--- config.mk ---
export PLATFORM = sky130hd
export DESIGN_NAME = ushift_n_flat
export DESIGN_NICKNAME = d
export VERILOG_FILES = /design/src/rtl/ushift_n_if.sv /design/src/rtl/ushift_n.sv /design/src/flat_wrapper.sv
export SDC_FILE = /design/constraint.sdc
export NUM_CORES = 1
export LEC_CHECK = 0
export CORE_ASPECT_RATIO = 0.9
export CORE_UTILIZATION = 30
export CTS_CLUSTER_DIAMETER = 100
export CTS_CLUSTER_SIZE = 20
export DETAILED_ROUTE_END_ITERATION = 10
export GPL_TIMING_DRIVEN = 0
export PLACE_DENSITY = 0.53
export SYNTH_ARGS = -nofsm -noshare
export SYNTH_HDL_FRONTEND = slang
export SYNTH_SLANG_ARGS = --single-unit
--- constraint.sdc ---
create_clock -name clk -period 3.9 [get_ports clk]
set_input_delay 0.78 -clock clk [delete_from_list [all_inputs] [get_ports clk]]
set_output_delay 0.78 -clock clk [all_outputs]
set_load 0.05 [all_outputs]
--- src/rtl/ushift_n_if.sv ---
// Bus bundle for the ushift_n universal shift register: control/data inputs
// and the register/handshake outputs.
interface ushift_n_if #(
    parameter int WIDTH = 8,
    parameter int CW    = $clog2(WIDTH) + 1
);
    logic [2:0]       mode;
    logic [WIDTH-1:0] d_par;
    logic             sir;
    logic             sil;
    logic             start;
    logic [CW-1:0]    count;
    logic [WIDTH-1:0] q;
    logic             so_r;
    logic             so_l;
    logic             busy;
    logic             done;

    modport master (
        output mode, d_par, sir, sil, start, count,
        input  q, so_r, so_l, busy, done
    );

    modport slave (
        input  mode, d_par, sir, sil, start, count,
        output q, so_r, so_l, busy, done
    );
endinterface

--- src/rtl/ushift_n.sv ---
// Parameterised universal shift register with direct one-op-per-clock mode
// and an N-step burst mode signalled by busy/done.
module ushift_n #(
    parameter int WIDTH = 8,
    parameter int CW    = $clog2(WIDTH) + 1
) (
    input  logic      clk,
    input  logic      rst,
    ushift_n_if.slave bus
);
    typedef enum logic [0:0] {IDLE = 1'b0, RUN = 1'b1} state_t;

    localparam logic [CW-1:0] WIDTH_C = CW'(WIDTH);
    localparam logic [CW-1:0] ONE_C   = {{(CW-1){1'b0}}, 1'b1};
    localparam logic [CW-1:0] ZERO_C  = {CW{1'b0}};

    function automatic logic [WIDTH-1:0] apply_op(
        input logic [2:0]       op,
        input logic [WIDTH-1:0] cur,
        input logic [WIDTH-1:0] par,
        input logic             in_r,
        input logic             in_l
    );
        logic [WIDTH-1:0] res;
        case (op)
            3'b000:  res = cur;
            3'b001:  res = par;
            3'b010:  res = {in_r, cur[WIDTH-1:1]};
            3'b011:  res = {cur[WIDTH-2:0], in_l};
            3'b100:  res = {cur[0], cur[WIDTH-1:1]};
            3'b101:  res = {cur[WIDTH-2:0], cur[WIDTH-1]};
            3'b110:  res = {cur[WIDTH-1], cur[WIDTH-1:1]};
            3'b111:  res = {WIDTH{1'b0}};
            default: res = cur;
        endcase
        return res;
    endfunction

    // Only the shift/rotate ops are meaningful as multi-step bursts
    function automatic logic is_burst_op(input logic [2:0] op);
        return (op >= 3'b010) && (op <= 3'b110);
    endfunction

    state_t           state_r, state_s;
    logic [WIDTH-1:0] q_r, q_s;
    logic [2:0]       op_r, op_s;
    logic [CW-1:0]    rem_r, rem_s;
    logic             busy_r, busy_s;
    logic             done_r, done_s;
    logic [CW-1:0]    count_sat_s;

    assign count_sat_s = (bus.count > WIDTH_C) ? WIDTH_C : bus.count;

    assign bus.q    = q_r;
    assign bus.so_r = q_r[0];
    assign bus.so_l = q_r[WIDTH-1];
    assign bus.busy = busy_r;
    assign bus.done = done_r;

    // State, datapath and handshake registers
    always_ff @(posedge clk or negedge rst) begin
        if (!rst) begin
            state_r <= IDLE;
            q_r     <= {WIDTH{1'b0}};
            op_r    <= 3'b000;
            rem_r   <= ZERO_C;
            busy_r  <= 1'b0;
            done_r  <= 1'b0;
        end else begin
            state_r <= state_s;
            q_r     <= q_s;
            op_r    <= op_s;
            rem_r   <= rem_s;
            busy_r  <= busy_s;
            done_r  <= done_s;
        end
    end

    // Next-state, datapath and handshake decode
    always_comb begin
        state_s = state_r;
        q_s     = q_r;
        op_s    = op_r;
        rem_s   = rem_r;
        busy_s  = busy_r;
        done_s  = 1'b0;
        case (state_r)
            IDLE: begin
                if (bus.start && is_burst_op(bus.mode)) begin
                    // q holds on the accept edge; shifting starts next edge
                    op_s  = bus.mode;
                    rem_s = count_sat_s;
                    if (count_sat_s == ZERO_C) begin
                        done_s = 1'b1;
                        busy_s = 1'b0;
                    end else begin
                        state_s = RUN;
                        busy_s  = 1'b1;
                    end
                end else begin
                    q_s    = apply_op(bus.mode, q_r, bus.d_par, bus.sir, bus.sil);
                    busy_s = 1'b0;
                end
            end
            RUN: begin
                // Serial inputs are sampled live; mode/start/count are ignored
                q_s   = apply_op(op_r, q_r, bus.d_par, bus.sir, bus.sil);
                rem_s = rem_r - ONE_C;
                if (rem_r == ONE_C) begin
                    state_s = IDLE;
                    busy_s  = 1'b0;
                    done_s  = 1'b1;
                end else begin
                    state_s = RUN;
                    busy_s  = 1'b1;
                end
            end
            default: begin
                state_s = IDLE;
                busy_s  = 1'b0;
                rem_s   = ZERO_C;
            end
        endcase
    end
endmodule

--- src/flat_wrapper.sv ---
// flat-port wrapper written by rule: the top's interface ports become plain ports
module ushift_n_flat 
#(
    parameter int WIDTH = 8,
    parameter int CW    = $clog2(WIDTH) + 1
)
  (clk, rst, bus_mode, bus_d_par, bus_sir, bus_sil, bus_start, bus_count, bus_q, bus_so_r, bus_so_l, bus_busy, bus_done);
  ushift_n_if #(.WIDTH(WIDTH), .CW(CW)) bus_i ();
  input  logic clk;
  input  logic rst;
  input wire logic [$bits(bus_i.mode)-1:0] bus_mode;
  input wire logic [$bits(bus_i.d_par)-1:0] bus_d_par;
  input wire logic [$bits(bus_i.sir)-1:0] bus_sir;
  input wire logic [$bits(bus_i.sil)-1:0] bus_sil;
  input wire logic [$bits(bus_i.start)-1:0] bus_start;
  input wire logic [$bits(bus_i.count)-1:0] bus_count;
  output wire logic [$bits(bus_i.q)-1:0] bus_q;
  output wire logic [$bits(bus_i.so_r)-1:0] bus_so_r;
  output wire logic [$bits(bus_i.so_l)-1:0] bus_so_l;
  output wire logic [$bits(bus_i.busy)-1:0] bus_busy;
  output wire logic [$bits(bus_i.done)-1:0] bus_done;
  assign bus_i.mode = bus_mode;
  assign bus_i.d_par = bus_d_par;
  assign bus_i.sir = bus_sir;
  assign bus_i.sil = bus_sil;
  assign bus_i.start = bus_start;
  assign bus_i.count = bus_count;
  assign bus_q = bus_i.q;
  assign bus_so_r = bus_i.so_r;
  assign bus_so_l = bus_i.so_l;
  assign bus_busy = bus_i.busy;
  assign bus_done = bus_i.done;
  ushift_n #(.WIDTH(WIDTH), .CW(CW)) u_core (.clk(clk), .rst(rst), .bus(bus_i));
endmodule
## After elaboration in Yosys (flattened, before gate mapping)

Index checks and enable logic that the tools add are counted.

| operators by class | value |
|---|---|
| add/sub/neg operators | 1 |
| multiply operators | 0 |
| div/mod/pow operators | 0 |
| order comparisons | 3 |
| equal/unequal tests | 21 |
| shift-type cells | 0 |
| multiplexer cells | 15 |
| bitwise logic cells | 1 |
| reduce and logical (&&, ||, !) cells | 8 |

Operator list:

| kind | count |
|---|---|
| $pmux W8 S7 | 2 |
| $eq A3 B3 Y1 const B | 8 |
| $pmux W8 S2 | 1 |
| $eq A3 B2 Y1 const B | 4 |
| $ne A2 B2 Y1 const B | 5 |
| $mux W4 | 2 |
| $mux W8 | 1 |
| $pmux W4 S2 | 1 |
| $eq A3 B1 Y1 const B | 2 |
| $logic_not A3 Y1 | 2 |
| $mux W1 | 6 |
| $reduce_and A5 Y1 | 1 |
| $eq A4 B1 Y1 const B | 1 |
| $gt A4 B4 Y1 const B | 1 |
| $logic_not A4 Y1 | 1 |
| $pmux W1 S2 | 2 |
| $sub A4 B1 Y4 const B | 1 |
| $ge A3 B2 Y1 const B | 1 |
| $le A3 B3 Y1 const B | 1 |
| $reduce_and A3 Y1 | 1 |
| $logic_and A1 B1 Y1 | 2 |
| $ne A2 B1 Y1 const B | 1 |
| $reduce_and A2 Y1 | 1 |
| $not A1 Y1 | 1 |

| storage, ports and cells | value |
|---|---|
| bits in registers | 17 |
| bits in latches | 0 |
| bits in writable memories | 0 |
| memory bits (read-only) | 0 |
| bits of input ports | 20 |
| output and inout port bits | 12 |
| word-level logic and storage cells | 55 |
| memories | 0 |

## Depth between registers and ports, before layout

Gate-level depths: netlist (run 1).

| logic depth | value |
|---|---|
| depth after elaboration | 6 |
| gate-level depth with buffers | 7 |

## Worst setup path before layout (run 1)

No wires, ideal clock.

| timing path | value |
|---|---|
| kind | input -> register |
| from | input port bus_mode[2] |
| to | register u_core.q_r[1], in the netlist u_core.bus.q[1] |
| library setup time | 0.125 ns |
| data arrival time | 2.149 ns |
| slack | 1.626 ns |
| stages | 7 |
| path buffers | 3 |
| cell sequence | buf_6 > or2_1 > buf_6 > o221a_1 > or2_1 > buf_6 > mux2_4 |

| between the ends | value |
|---|---|
| word-level cells in the longest chain between the ends | 5 |
| elaborated cells on any way between the ends | 18 |

Ends and longest elaborated chain:

| what | line | text |
|---|---|---|
| start: declaration | flat_wrapper.sv:11 | `input wire logic [$bits(bus_i.mode)-1:0] bus_mode;` |
| $ge A3 B2 Y1 or $le A3 B3 Y1 (tied branches) | ushift_n.sv:41 | `return (op >= 3'b010) && (op <= 3'b110);` |
| $logic_and A1 B1 Y1 | ushift_n.sv:41 |  |
| $logic_and A1 B1 Y1 | ushift_n.sv:89 | `if (bus.start && is_burst_op(bus.mode)) begin` |
| $ne A2 B2 Y1 (no source line) | -- |  |
| $reduce_and A3 Y1 (no source line) | -- |  |
| end signal: assignment | ushift_n.sv:64 | `q_r <= {WIDTH{1'b0}};` |
| end signal: assignment | ushift_n.sv:71 | `q_r <= q_s;` |
| end: declaration | ushift_n.sv:45 | `logic [WIDTH-1:0] q_r, q_s;` |

Several ways; a longest one is shown, not always the timed one. The select of a mux whose other input is x is not followed.
A chain may end at the register's enable or synchronous reset.

## Worst setup path after layout (run 1)

| timing path | value |
|---|---|
| from | input port bus_mode[1] |
| to | register u_core.q_r[1], in the netlist u_core.bus.q[1] |

Same word-level chain as after synthesis.

==> results of run 1 <==
-- kinds of logic (layout without fill, tap and decap cells) --
kind of cell               Yosys count  count (layout)
xor gates and xnor gates             3               3
adders and majority gates            2               2
AOI/OAI and AO/OA                   59              59
DFF                                 17              17
and+or+nand+nor                     40              40
buffers and inverters               19              53
muxes                               10              10
-- cell usage after synthesis (3+ instances only) --
master / instances / area share [%]
dfrtp_1: 17 / 31
nor2_1: 14 / 3.8
o21ai_0: 12 / 4.4
clkbuf_1: 8 / 2.2
a221oi_1: 7 / 4.5
a21bo_2: 6 / 4.4
a21oi_1: 6 / 2.2
a222oi_1: 6 / 4.4
mux2_4: 6 / 6.6
o32ai_1: 6 / 3.8
nor3_1: 5 / 1.8
a31oi_1: 4 / 1.8
inv_1: 4 / 1.1
nor2b_1: 4 / 1.8
buf_6: 3 / 2.5
mux2_2: 3 / 2.5
nand2_1: 3 / 0.82
nand2b_1: 3 / 1.4
nand3b_1: 3 / 1.6
xor2_1: 3 / 1.9
-- cell type report --
type / count / area (sq um) / area share [%]
timing repair buffer: 30 / 300.3 / 16.74
multi-input combinational: 114 / 847.1 / 47.21
sequential: 17 / 425.4 / 23.71
inverter: 6 / 22.52 / 1.255
tap: 60 / 75.07 / 4.184
clock buffer: 4 / 45.04 / 2.510
buffer: 13 / 78.83 / 4.393
-- report_power, final --
group          leakage, nW  switching, mW  internal (mW)
Clock               0.0228         0.0629         0.0726
Sequential           0.201          0.122          0.268
Combinational        0.495          0.560          0.479
Total                0.719          0.745          0.819
-- metrics by stage --
stage | hold WS [ns] | util, % | std cells | setup slack, ns
6_report | 0.6020 | 42.33 | 244 | 1.330
5_1_grt | 0.6593 | 42.33 | 244 | 1.247
4_1_cts | 0.6068 | 42.33 | 244 | 1.358
3_5_place_dp | 0.5919 | 41.26 | 240 | 1.069
3_3_place_gp | 0.5702 | 41.26 | 240 | 1.109
2_1_floorplan | 0.4844 | - | 150 | 1.626
-- metal layers --
layer / global-route usage, % / part of all wire (%)
met5: 0 / 0
met4: 5.048 / 1.4
met3: 3.963 / 6.9
met2: 26.74 / 44
met1: 27.13 / 48
-- worst max-delay path, stage by stage --
cell,delay [ns]
clkdlybuf4s50_1,0.58
clkbuf_1,0.36
a21bo_2,0.27
a222oi_1,0.30
o32ai_1,0.14
mux2_4,0.27
-- final timing paths --
| path | slack, ns | end | from |
|---|---|---|---|
| worst max-delay path | 1.33 | u_core.bus.q[1] | bus_mode[1] |
| worst min-delay path | 0.60 | u_core.rem_r[1] | u_core.rem_r[1] |
| worst max register to register | 1.74 | u_core.bus.q[6] | u_core.op_r[1] |
| worst min register to register | 0.60 | u_core.rem_r[1] | u_core.rem_r[1] |
| max in group asynchronous | 2.38 | u_core.bus.q[7] | rst |
| min in group asynchronous | 1.00 | u_core.rem_r[3] | rst |
-- sequential cells by signal, summed over array words and instances (netlist names) --
register	cells
u_core.op_r	3
u_core.bus.done	1
u_core.bus.q	8
u_core.bus.busy	1
u_core.rem_r	4
-- cells in the final DEF, fill, tap and decap left out, types with 7 or more instances in the layout --
master,instances
nor2_1,14
o21ai_0,12
dfrtp_1,17
clkbuf_1,9
a221oi_1,7
clkdlybuf4s50_1,30
==> flow_summary.json, run 1 <==
{
  "dp_hpwl_microns": 2930,
  "ys_ff_latch": 17,
  "yosysUniqueCellTypes": 40,
  "gp_congestion": 0.7860,
  "worst_setup_path_end_kind": "register",
  "core_area_sq_mm": 0.004239,
  "p_total_mw": 1.564,
  "chipWidth_microns": 73.33,
  "critPathMaxFanout": 10,
  "worstRegToRegCells": 6,
  "ant_nets": 0,
  "path_clk_slew_ns": 0.07,
  "max_slew_margin_pct": 43.77,
  "grt_pass1_wl_microns": 6713,
  "ctsResizeCount": 0,
  "antenna_cells": 0,
  "grt_max_degree": 18,
  "yosysWarnings": 0,
  "synth_compound_area_share_pct": 32.70,
  "synth_adder_area_share_pct": 1.821,
  "root_buffer": "clkbuf_8",
  "crit_required_ns": 4.04,
  "hold_class": "reg -> reg",
  "wire_per_inst_microns": 16.75,
  "io_buffers": 30,
  "fin_setup_tns_ns": 0,
  "place_area_sq_mm": 0.001749,
  "fin_nets": 207,
  "dr_total_vias": 1377,
  "drt-initial-drc-count": 121,
  "total_leakage_power_nw": 0.7190,
  "dieArea_sq_mm": 0.004854,
  "fmax_mhz": 389.1,
  "track_usage_pct": 18.44,
  "cts_tree": "yes",
  "die_y_microns": 66.20,
  "netlist_instances": 150,
  "area_growth_pct": 30.60,
  "synth_edf_count": 0,
  "cts_inserted_buffers": 3,
  "drc": 0,
  "finalClockSkew_ns": 0.002911,
  "drv_slew": 0,
  "start_util_pct": 32.41,
  "synth_top_family_by_area": "compound AO/OA/AOI/OAI gates",
  "status": "finished, final reports clean",
  "clock_latency_ns": 0.25,
  "clkSinkCount": 17,
  "fillers": 461,
  "syn_avg_cell_area_sq_um": 9.159,
  "synthMuxAreaShare_pct": 9.745,
  "via_per_inst": 5.643,
  "ys_async_sr_fraction_pct": 100.0,
  "crit_type": "in -> reg",
  "final_cell_area_sq_mm": 0.001794,
  "drive_above_1_share_pct": 13.59,
  "hold_viol_final": 0,
  "finalCritPeriodShare_pct": 65.90,
  "grt_pass1_vias": 1299,
  "postCtsHoldBufs": 0,
  "power.density_mw_per_mm2": 871.7,
  "antenna_found_initial": 0,
  "syn_area_sq_mm": 0.001374,
  "rsz0062_at_grt": "false",
  "finalCriticalPeriod_ns": 2.570,
  "ir_worst_vdd_uv": 264.4,
  "cts_buffer_depth": 2,
  "row_count": 22,
  "whs_path_depth": 2,
  "synth-main-ff-cell": "dfrtp_1",
  "tightest_slew_ns": 0.8409,
  "syn-num-nets": 172,
  "setup_violations": 0,
  "crit_arrival_ns": 2.71,
  "ys_seq_area_share_pct": 30.97,
  "htreeDepth": 1,
  "wl_microns": 4087,
  "cts_setup_buffers": 0,
  "grt_overflow_total": 0,
  "io_pins": 32,
  "synth_xor_area_share_pct": 1.913,
  "yosys.area_share.simple_pct": 15.48,
  "startpoint_type": "primary input",
  "firstDrtPassIters": 6,
  "cap_violations": 0
}
(Power assumes the default switching activity.)
==> inputs of run 2 (changes only) <==
- clock period: 3.9 -> 2.6 ns (I/O delays scaled with it)
==> results of run 2 <==
Same layout as run 1 (identical final DEF). Status: finished, final reports clean.
Among the figures that moved: setup slack after placement 1.069 ns -> 0.02919 ns; setup slack after layout 1.330 ns -> 0.2898 ns; hold slack 0.6020 ns -> 0.5498 ns; register-to-register setup slack 1.74 ns -> 0.44 ns; end point of the worst hold path u_core.rem_r[1] -> u_core.op_r[2]; total power 1.564 mW -> 2.346 mW; worst IR drop on VDD 264.4 uV -> 396.7 uV
